### src/rtl/uart_pkg.sv
// Shared types and helpers for the single-clock UART: FSM state encodings,
// frame-length clamping and parity computation.
package uart_pkg;

  localparam logic [3:0] LEN_MIN  = 4'd5;
  localparam logic       IDLE_LVL = 1'b1;

  typedef enum logic [2:0] {
    TX_IDLE, TX_START, TX_DATA, TX_PARITY, TX_STOP1, TX_STOP2
  } tx_state_t;

  typedef enum logic [2:0] {
    RX_IDLE, RX_START, RX_DATA, RX_PARITY, RX_STOP, RX_BREAK_WAIT
  } rx_state_t;

  function automatic logic [3:0] clamp_len(input logic [3:0] len, input int max_len);
    if (len < LEN_MIN) return LEN_MIN;
    if (int'(len) > max_len) return 4'(max_len);
    return len;
  endfunction

  // Expected parity bit over the low len bits of data.
  function automatic logic parity(input logic [15:0] data, input logic [3:0] len, input logic odd);
    logic p;
    p = odd;
    for (int i = 0; i < 16; i++)
      if (i < int'(len)) p = p ^ data[i];
    return p;
  endfunction

endpackage

### src/rtl/uart_baud_tick.sv
// Free-running divisor counter; tick pulses for one cycle on each wrap.
module uart_baud_tick #(
  parameter int DIV_W = 16
) (
  input  logic             clk,
  input  logic             rst,
  input  logic [DIV_W-1:0] div,
  output logic             tick
);

  logic [DIV_W-1:0] cnt_reg;

  // >= rather than == so a divisor shrunk below the count still wraps at once.
  assign tick = (cnt_reg >= div);

  always_ff @(posedge clk or negedge rst) begin
    if (!rst)      cnt_reg <= '0;
    else if (tick) cnt_reg <= '0;
    else           cnt_reg <= cnt_reg + 1'b1;
  end

endmodule

### src/rtl/uart_core.sv
// Single-clock UART: oversampled TX/RX FSMs, RX holding register with overrun,
// break detection and internal loopback.
module uart_core #(
  parameter int DATA_W     = 8,
  parameter int DIV_W      = 16,
  parameter int OVERSAMPLE = 16
) (
  input  logic              clk,
  input  logic              rst,
  input  logic [DIV_W-1:0]  cfg_div,
  input  logic [3:0]        cfg_len,
  input  logic              cfg_par_en,
  input  logic              cfg_par_odd,
  input  logic              cfg_stop2,
  input  logic              cfg_loopback,
  input  logic              tx_valid,
  output logic              tx_ready,
  input  logic [DATA_W-1:0] tx_data,
  output logic              tx_busy,
  output logic              txd,
  input  logic              rxd,
  output logic              rx_valid,
  input  logic              rx_ready,
  output logic [DATA_W-1:0] rx_data,
  output logic              rx_parity_err,
  output logic              rx_frame_err,
  output logic              rx_overrun
);
  import uart_pkg::*;

  localparam int              OS_W    = $clog2(OVERSAMPLE);
  localparam logic [OS_W-1:0] OS_LAST = OS_W'(OVERSAMPLE - 1);
  localparam logic [OS_W-1:0] OS_HALF = OS_W'(OVERSAMPLE / 2 - 1);

  logic os_tick;

  uart_baud_tick #(.DIV_W(DIV_W)) u_tick (
    .clk  (clk),
    .rst  (rst),
    .div  (cfg_div),
    .tick (os_tick)
  );

  tx_state_t         tx_state_reg;
  logic [OS_W-1:0]   tx_os_reg;
  logic [3:0]        tx_bit_reg, tx_len_reg;
  logic [DATA_W-1:0] tx_shift_reg;
  logic              tx_par_en_reg, tx_par_reg, tx_stop2_reg, tx_line;

  always_ff @(posedge clk or negedge rst) begin
    if (!rst) begin
      tx_state_reg  <= TX_IDLE;
      tx_os_reg     <= '0;
      tx_bit_reg    <= '0;
      tx_len_reg    <= LEN_MIN;
      tx_shift_reg  <= '0;
      tx_par_en_reg <= 1'b0;
      tx_par_reg    <= 1'b0;
      tx_stop2_reg  <= 1'b0;
    end else if (tx_state_reg == TX_IDLE) begin
      if (tx_valid) begin
        tx_state_reg  <= TX_START;
        tx_os_reg     <= '0;
        tx_bit_reg    <= '0;
        tx_len_reg    <= clamp_len(cfg_len, DATA_W);
        tx_shift_reg  <= tx_data;
        tx_par_en_reg <= cfg_par_en;
        tx_par_reg    <= parity(16'(tx_data), clamp_len(cfg_len, DATA_W), cfg_par_odd);
        tx_stop2_reg  <= cfg_stop2;
      end
    end else if (os_tick) begin
      if (tx_os_reg != OS_LAST) begin
        tx_os_reg <= tx_os_reg + 1'b1;
      end else begin
        tx_os_reg <= '0;
        case (tx_state_reg)
          TX_START:  tx_state_reg <= TX_DATA;
          TX_DATA: begin
            tx_shift_reg <= tx_shift_reg >> 1;
            if (tx_bit_reg == tx_len_reg - 4'd1)
              tx_state_reg <= tx_par_en_reg ? TX_PARITY : TX_STOP1;
            else
              tx_bit_reg <= tx_bit_reg + 4'd1;
          end
          TX_PARITY: tx_state_reg <= TX_STOP1;
          TX_STOP1:  tx_state_reg <= tx_stop2_reg ? TX_STOP2 : TX_IDLE;
          default:   tx_state_reg <= TX_IDLE;
        endcase
      end
    end
  end

  always_comb begin
    tx_line = IDLE_LVL;
    case (tx_state_reg)
      TX_START:  tx_line = 1'b0;
      TX_DATA:   tx_line = tx_shift_reg[0];
      TX_PARITY: tx_line = tx_par_reg;
      default:   tx_line = IDLE_LVL;
    endcase
  end

  assign tx_ready = (tx_state_reg == TX_IDLE);
  assign tx_busy  = ~tx_ready;
  assign txd      = cfg_loopback ? IDLE_LVL : tx_line;

  logic rx_in, rx_meta_reg, rx_sync_reg, rx_prev_reg;

  assign rx_in = cfg_loopback ? tx_line : rxd;

  always_ff @(posedge clk or negedge rst) begin
    if (!rst) begin
      rx_meta_reg <= IDLE_LVL;
      rx_sync_reg <= IDLE_LVL;
      rx_prev_reg <= IDLE_LVL;
    end else begin
      rx_meta_reg <= rx_in;
      rx_sync_reg <= rx_meta_reg;
      rx_prev_reg <= rx_sync_reg;
    end
  end

  rx_state_t         rx_state_reg;
  logic [OS_W-1:0]   rx_os_reg;
  logic [3:0]        rx_bit_reg, rx_len_reg;
  logic [DATA_W-1:0] rx_buf_reg, rx_data_reg;
  logic              rx_par_en_reg, rx_par_odd_reg, rx_par_bit_reg;
  logic              rx_valid_reg, rx_perr_reg, rx_ferr_reg, rx_overrun_reg;
  logic              rx_sample;

  // Bit-centre sample point; START uses the half-bit count.
  assign rx_sample = os_tick && (rx_os_reg == ((rx_state_reg == RX_START) ? OS_HALF : OS_LAST));

  always_ff @(posedge clk or negedge rst) begin
    if (!rst) begin
      rx_state_reg   <= RX_IDLE;
      rx_os_reg      <= '0;
      rx_bit_reg     <= '0;
      rx_len_reg     <= LEN_MIN;
      rx_buf_reg     <= '0;
      rx_data_reg    <= '0;
      rx_par_en_reg  <= 1'b0;
      rx_par_odd_reg <= 1'b0;
      rx_par_bit_reg <= 1'b0;
      rx_valid_reg   <= 1'b0;
      rx_perr_reg    <= 1'b0;
      rx_ferr_reg    <= 1'b0;
      rx_overrun_reg <= 1'b0;
    end else begin
      if (rx_valid_reg && rx_ready) begin
        rx_valid_reg   <= 1'b0;
        rx_overrun_reg <= 1'b0;
      end
      if (rx_state_reg != RX_IDLE && rx_state_reg != RX_BREAK_WAIT && os_tick)
        rx_os_reg <= rx_sample ? '0 : rx_os_reg + 1'b1;
      case (rx_state_reg)
        RX_IDLE: if (rx_prev_reg && !rx_sync_reg) begin
          rx_state_reg   <= RX_START;
          rx_os_reg      <= '0;
          rx_bit_reg     <= '0;
          rx_buf_reg     <= '0;
          rx_len_reg     <= clamp_len(cfg_len, DATA_W);
          rx_par_en_reg  <= cfg_par_en;
          rx_par_odd_reg <= cfg_par_odd;
        end
        RX_START: if (rx_sample) rx_state_reg <= rx_sync_reg ? RX_IDLE : RX_DATA;
        RX_DATA: if (rx_sample) begin
          rx_buf_reg <= rx_buf_reg | (DATA_W'(rx_sync_reg) << rx_bit_reg);
          if (rx_bit_reg == rx_len_reg - 4'd1)
            rx_state_reg <= rx_par_en_reg ? RX_PARITY : RX_STOP;
          else
            rx_bit_reg <= rx_bit_reg + 4'd1;
        end
        RX_PARITY: if (rx_sample) begin
          rx_par_bit_reg <= rx_sync_reg;
          rx_state_reg   <= RX_STOP;
        end
        RX_STOP: if (rx_sample) begin
          if (!rx_valid_reg || rx_ready) begin
            rx_valid_reg <= 1'b1;
            rx_data_reg  <= rx_buf_reg;
            rx_ferr_reg  <= ~rx_sync_reg;
            rx_perr_reg  <= rx_par_en_reg &&
                            (parity(16'(rx_buf_reg), rx_len_reg, rx_par_odd_reg) != rx_par_bit_reg);
          end else begin
            rx_overrun_reg <= 1'b1;
          end
          // A break holds the line low; wait for it to rise before re-arming.
          rx_state_reg <= (rx_buf_reg == '0 && !rx_sync_reg) ? RX_BREAK_WAIT : RX_IDLE;
        end
        RX_BREAK_WAIT: if (rx_sync_reg) rx_state_reg <= RX_IDLE;
        default: rx_state_reg <= RX_IDLE;
      endcase
    end
  end

  assign rx_valid      = rx_valid_reg;
  assign rx_data       = rx_data_reg;
  assign rx_parity_err = rx_perr_reg;
  assign rx_frame_err  = rx_ferr_reg;
  assign rx_overrun    = rx_overrun_reg;

endmodule

### config.mk
export PLATFORM = sky130hd
export DESIGN_NAME = uart_core
export DESIGN_NICKNAME = d
export VERILOG_FILES = /design/src/rtl/uart_pkg.sv /design/src/rtl/uart_baud_tick.sv /design/src/rtl/uart_core.sv
export SDC_FILE = /design/constraint.sdc
export NUM_CORES = 1
export LEC_CHECK = 0
export CELL_PAD_IN_SITES_DETAIL_PLACEMENT = 1
export CELL_PAD_IN_SITES_GLOBAL_PLACEMENT = 1
export CORE_MARGIN = 2
export CORE_UTILIZATION = 44
export CTS_CLUSTER_SIZE = 14
export DETAILED_ROUTE_END_ITERATION = 10
export GPL_ROUTABILITY_DRIVEN = 0
export HOLD_SLACK_MARGIN = 0.06
export PLACE_DENSITY = 0.78
export REMOVE_ABC_BUFFERS = 1
export SETUP_SLACK_MARGIN = 0.1
export SYNTH_ARGS = -nofsm -noshare
export SYNTH_HDL_FRONTEND = slang
export SYNTH_SLANG_ARGS = --single-unit
### constraint.sdc
create_clock -name clk -period 2.8 [get_ports clk]
set_clock_uncertainty 0.15 [all_clocks]
set_input_delay 0.42 -clock clk [delete_from_list [all_inputs] [get_ports clk]]
set_output_delay 0.42 -clock clk [all_outputs]
set_load 0.005 [all_outputs]
Word level (Yosys, flattened, before mapping)
Cells that the tools add are included.

Flip-flop bits (word level): 83. Output and inout port bits: 15. Logic and storage cells: 257.

Add/subtract/negate cells: 7. Magnitude comparators: 19. Eq/ne operators: 27. Shifts and indexed selects: 1. Mux-type cells: 131. Bitwise logic cells: 19. Reductions and logical operators: 28.

Operator list (number): $mux 4 (25); $mux 1 (76); $mux 8 (7); $mux 3 (16); $lt 3x4->1 const A (8); $ne 2x2->1 const B (11); $pmux 3 s6 (1); $add 16x1->16 const B (1); $add 4x1->4 const B (4); $ge 16x16->1 (1); $lt 1x4->1 const A (4); $lt 2x4->1 const A (4); $mux 16 (1); $pmux 8 s2 (1); $xor 1x1->1 (16); $eq 3x2->1 const B (4); $eq 4x4->1 (3); $pmux 3 s4 (1); $reduce_and 4->1 (3); $eq 3x3->1 const B (3); $logic_not 8->1 (1); $or 8x8->8 (1); $pmux 4 s2 (1); $reduce_and 2->1 (4); 20 further kinds (35).

Depth between registers and ports, before layout
Depth after elaboration: 43. Gate-level depth with buffers: 11. Gate-level depth less buffers: 9.

By module
A second synthesis with hierarchy kept.

Cell total of the unflattened synthesis: 507. Area total of the unflattened synthesis: 4848.4 um^2.

By module, submodules not included: uart_core (times used 1, cells each 377, area an instance 3588.4 um^2, seq. area each 1685.4 um^2); uart_baud_tick (times used 1, cells each 130, area an instance 1260.0 um^2, seq. area each 400.4 um^2).

Worst setup path after synthesis
OpenSTA, ideal clock, no wires.

Kind: input to register. From: input cfg_div[4]. To: register rx_data_reg[0] (netlist: rx_data[0]). Data arrival time: 2.216 ns. Slack: 0.309 ns. Stages on the path: 10. Cell sequence: inv_1 ha_1 a211o_1 a21oi_1 o21ai_1 a211o_1 buf_6 nand3_1 buf_4 mux2_2.

Cells in the longest elaborated chain, start to end: 3.

Ends and longest elaborated chain: start, declared (line uart_core.sv:10) `input logic [DIV_W-1:0] cfg_div,`; $ge 16x16->1 (line uart_baud_tick.sv:14) `assign tick = (cnt_reg >= div);`; $logic_and 1x1->1 (line uart_core.sv:132) `assign rx_sample = os_tick && (rx_os_reg == ((rx_state_reg == RX_START) ? OS_HALF : OS_LAST));`; $reduce_and 3->1 (no source line); end signal, assigned (line uart_core.sv:181) `rx_data_reg <= rx_buf_reg;`; end, declared (line uart_core.sv:126) `logic [DATA_W-1:0] rx_buf_reg, rx_data_reg;`.

Every way passes these cells. A chain may end at the register's enable or synchronous reset.

Worst setup path after layout
From: input cfg_div[15]. To: register rx_buf_reg[4].

Cells in the longest elaborated chain, start to end: 4.

Ends and longest elaborated chain: $ge 16x16->1 (line uart_baud_tick.sv:14); $logic_and 1x1->1 (line uart_core.sv:132); $ne 2x2->1 (no source line); $reduce_and 3->1 (no source line); end signal, assigned (line uart_core.sv:168) `rx_buf_reg <= rx_buf_reg | (DATA_W'(rx_sync_reg) << rx_bit_reg);`; end, declared (line uart_core.sv:126).

Every way passes these cells.

==> results.cfg <==
[detailed_routing]
vias = 3951
antenna_left = 0
wl_per_cell_um = 16.1
routed_wirelength_mm = 11.6
remaining_drc_errors = 0
viasPerCell = 5.49
drt_iter0_drc = 107
first_pass_iters = 4

[min_path]
hold_class = flop to flop
min_to = rx_sync_reg
hold_path_depth = 0
hp-start = rx_meta_reg

[sta]
rsz0062_at_grt = true
finalMaxSlewViolations = 0
holdWs_ps = 204
finalSetupViolations = 0
period_minus_slack_ps = 2630
fin_tns_setup_ps = 0
slew_headroom_pct = 67.0
period_share_pct = 94.1
fin_ws_ps = 166
tightestPinTransition_ps = 493
hold_viol_final = 0
clock.fmax_mhz = 380

[worst_setup_path]
arrival_ps = 2730
crit_slowest_cell = clkdlybuf4s50_1
path_class = input port to flop
path_cells = clkdlybuf4s50_1 -> inv_1 -> ha_1 -> o2111ai_2 -> a211oi_2 -> a211oi_2 -> buf_4 -> nor3_2 -> buf_4 -> nand3_2 -> o41ai_2
ff2ff_path_depth = 8
cp.required_ps = 2900
worst-r2r-setup-slack_ps = 260
r2r-start = u_tick.cnt_reg[9]
cp_slowest_stage_delay_ps = 460
r2r-end = tx_state_reg[0]
end_kind = flop
path_max_fanout = 5
cp-start-kind = input port

[final_layout]
antennaDiodeCount = 0
final_cell_area_um2 = 5950
nets = 642
n_fill_cell = 1175
final_cells = 720
regArea_um2 = 2090
drive_gt1_share_pct = 15.4
largest_register_ffs = 16
syn2layout_area_growth_pct = 24.8
multiInputGateArea_um2 = 2560

[global_routing]
track_usage_pct = 21.3
grt_pass1_wl_mm = 20.1
antenna_found_initial = 0
grt_pass1_vias = 4200
overflow = 0
grt_max_degree = 34

[synth]
avgSynthCellArea_um2 = 9.47
synth_top_family_by_area = simple AND/OR/NAND/NOR gates
synth_cells = 503
synthFlopType = dfrtp_1
synth_mux_area_share_pct = 5.41
ys_types = 63
synth_compound_area_share_pct = 15.0
yosysTopAreaCell = dfrtp_1
synth_area_um2 = 4760
synthSimpleGateAreaFrac_pct = 17.1
synthAdderAreaFrac_pct = 6.83
synth-edff-count = 0
synth_xor_area_share_pct = 7.72
synth_top_area_share_pct = 39.9
synth-seq-cells = 83
synth.area.top_cells = dfrtp_1 (40%), ha_1 (6.8%), nand2_1 (4.7%), o21ai_0 (4.3%), xnor2_1 (4.0%)
seq_area_frac_synth_pct = 43.8
synthArstFlopShare_pct = 100
synth_warnings = 0

[floorplan]
core_region_area_um2 = 10400
num_io_pins = 52
die_h_um = 108
die_x_um = 108
dieArea_um2 = 11700
rows = 37
initial_core_util_pct = 45.7

[cts]
path_clk_slew_ps = 90
cts_buffers = 9
cts_root_buf = clkbuf_8
cts-htree-levels = 3
clock_path_buffers = 2
cts_tree = yes
clock-sinks = 83
clk_latency_ps = 350

[power_and_ir_drop]
power_per_cell_area_nw_per_um2 = 524
leakage_nw = 2.74
max-vdd-ir-drop_mv = 0.351

[placement]
dp.cells = 702
hpwl_mm = 8.63
dpl-instance-area_um2 = 5640
pre_cts_ws_ps = -418
portBuffers = 51

[job]
cap_viol_max_count = 0

[run_status]
status = complete, no violations
[cell usage after synthesis, types with 13 or more instances]
| library cell | n |
|---|---|
| dfrtp_1 | 76 |
| nand2_1 | 60 |
| o21ai_0 | 41 |
| nor2_1 | 40 |
| inv_1 | 29 |
| ha_1 | 26 |
| xnor2_1 | 22 |
| a21oi_1 | 21 |
| xor2_1 | 20 |
| nand3_1 | 18 |
| mux2_2 | 13 |
[cells by family after synthesis]
| group | Yosys count |
|---|---|
| XOR/XNOR | 42 |
| flip-flops | 83 |
| buffers and inverters | 46 |
| AO/OA/AOI/OAI | 110 |
| multiplexers | 24 |
| AND/OR/NAND/NOR | 172 |
| adder cells (fa/ha/maj) | 26 |
[layout make-up]
cell class                 instances  area share [%]
inverter                          30            1.96
sequential                        83            35.1
timing repair buffer              81            13.4
multi-input combinational        374            43.1
tap                              136            2.86
clock inverter                     5            1.01
clock buffer                      11            2.55
[worst max-delay path by stage]
stage / from / slack [ps] / cells past startpoint / end
2_1_floorplan: cfg_div[15] / -50 / 8 / rx_os_reg[3]
3_3_place_gp: cfg_div[4] / -330 / 10 / tx_state_reg[0]
3_5_place_dp: cfg_div[4] / -420 / 10 / tx_state_reg[0]
4_1_cts: cfg_div[9] / 70 / 10 / tx_state_reg[0]
5_1_grt: cfg_div[15] / 60 / 11 / rx_buf_reg[4]
6_report: cfg_div[15] / 170 / 11 / rx_buf_reg[4]
[routing by layer]
layer  GRT usage [%]  routed length, um  vias to the layer above
li1                -                  -                     1915
met1            27.6               5390                     1973
met2            37.7               5890                       54
met3            3.50                243                        9
met4            4.40                 93                        0
met5               0                  0                        -
[critical path: cells and delay by family]
| family | cells | cell delay, ps |
|---|---|---|
| buffers and inverters | 4 | 820 |
| and+or+nand+nor | 2 | 290 |
| adders and majority gates | 1 | 300 |
| AOI/OAI and AO/OA | 4 | 900 |
[what timing repair did]
item	CTS	global route
hold buffers	1	0
hold endpoints to repair	30	0
endpoints found under the setup margin	31	39
buffers inserted	1	0
gates resized for setup	5	10
pin swaps	3	6
[where the power goes]
group          total [mW]  switching [mW]  internal (mW)
Combinational       0.729           0.354          0.375
Sequential           1.47           0.145           1.33
Clock               0.916           0.451          0.464
Total                3.12           0.950           2.17
[stage by stage]
stage	utilization, %	total power [mW]
finish	57.1	3.12
global route	57.1	3.31
CTS	56.6	3.13
detailed placement	54.1	2.18
global placement	54.1	2.12
floorplan	-	1.86
[placed cells by master (no fill, tap or decap), types with 2 or more instances in the layout]
cell type,instances
a211o_1,4
a211oi_2,3
a21boi_0,2
a21o_1,3
a21oi_1,20
a22o_1,4
a31oi_1,3
a32o_1,2
and2_1,2
and3_1,6
buf_12,5
buf_4,25
clkbuf_8,11
clkdlybuf4s50_1,50
clkinvlp_4,2
dfrtp_1,76
dfstp_2,7
ha_1,24
inv_1,29
mux2_2,13
mux2i_1,10
nand2_1,59
nand2_2,2
nand2b_1,6
nand3_1,17
nand3_2,2
nand3b_1,2
nand4_1,3
nor2_1,40
nor2_2,2
nor2b_1,5
nor3_1,10
o211a_1,2
o211ai_1,4
o21ai_0,41
o31ai_1,2
o41ai_1,2
or3_1,7
xnor2_1,22
xor2_1,20
Power figures use the tool's default switching activity.
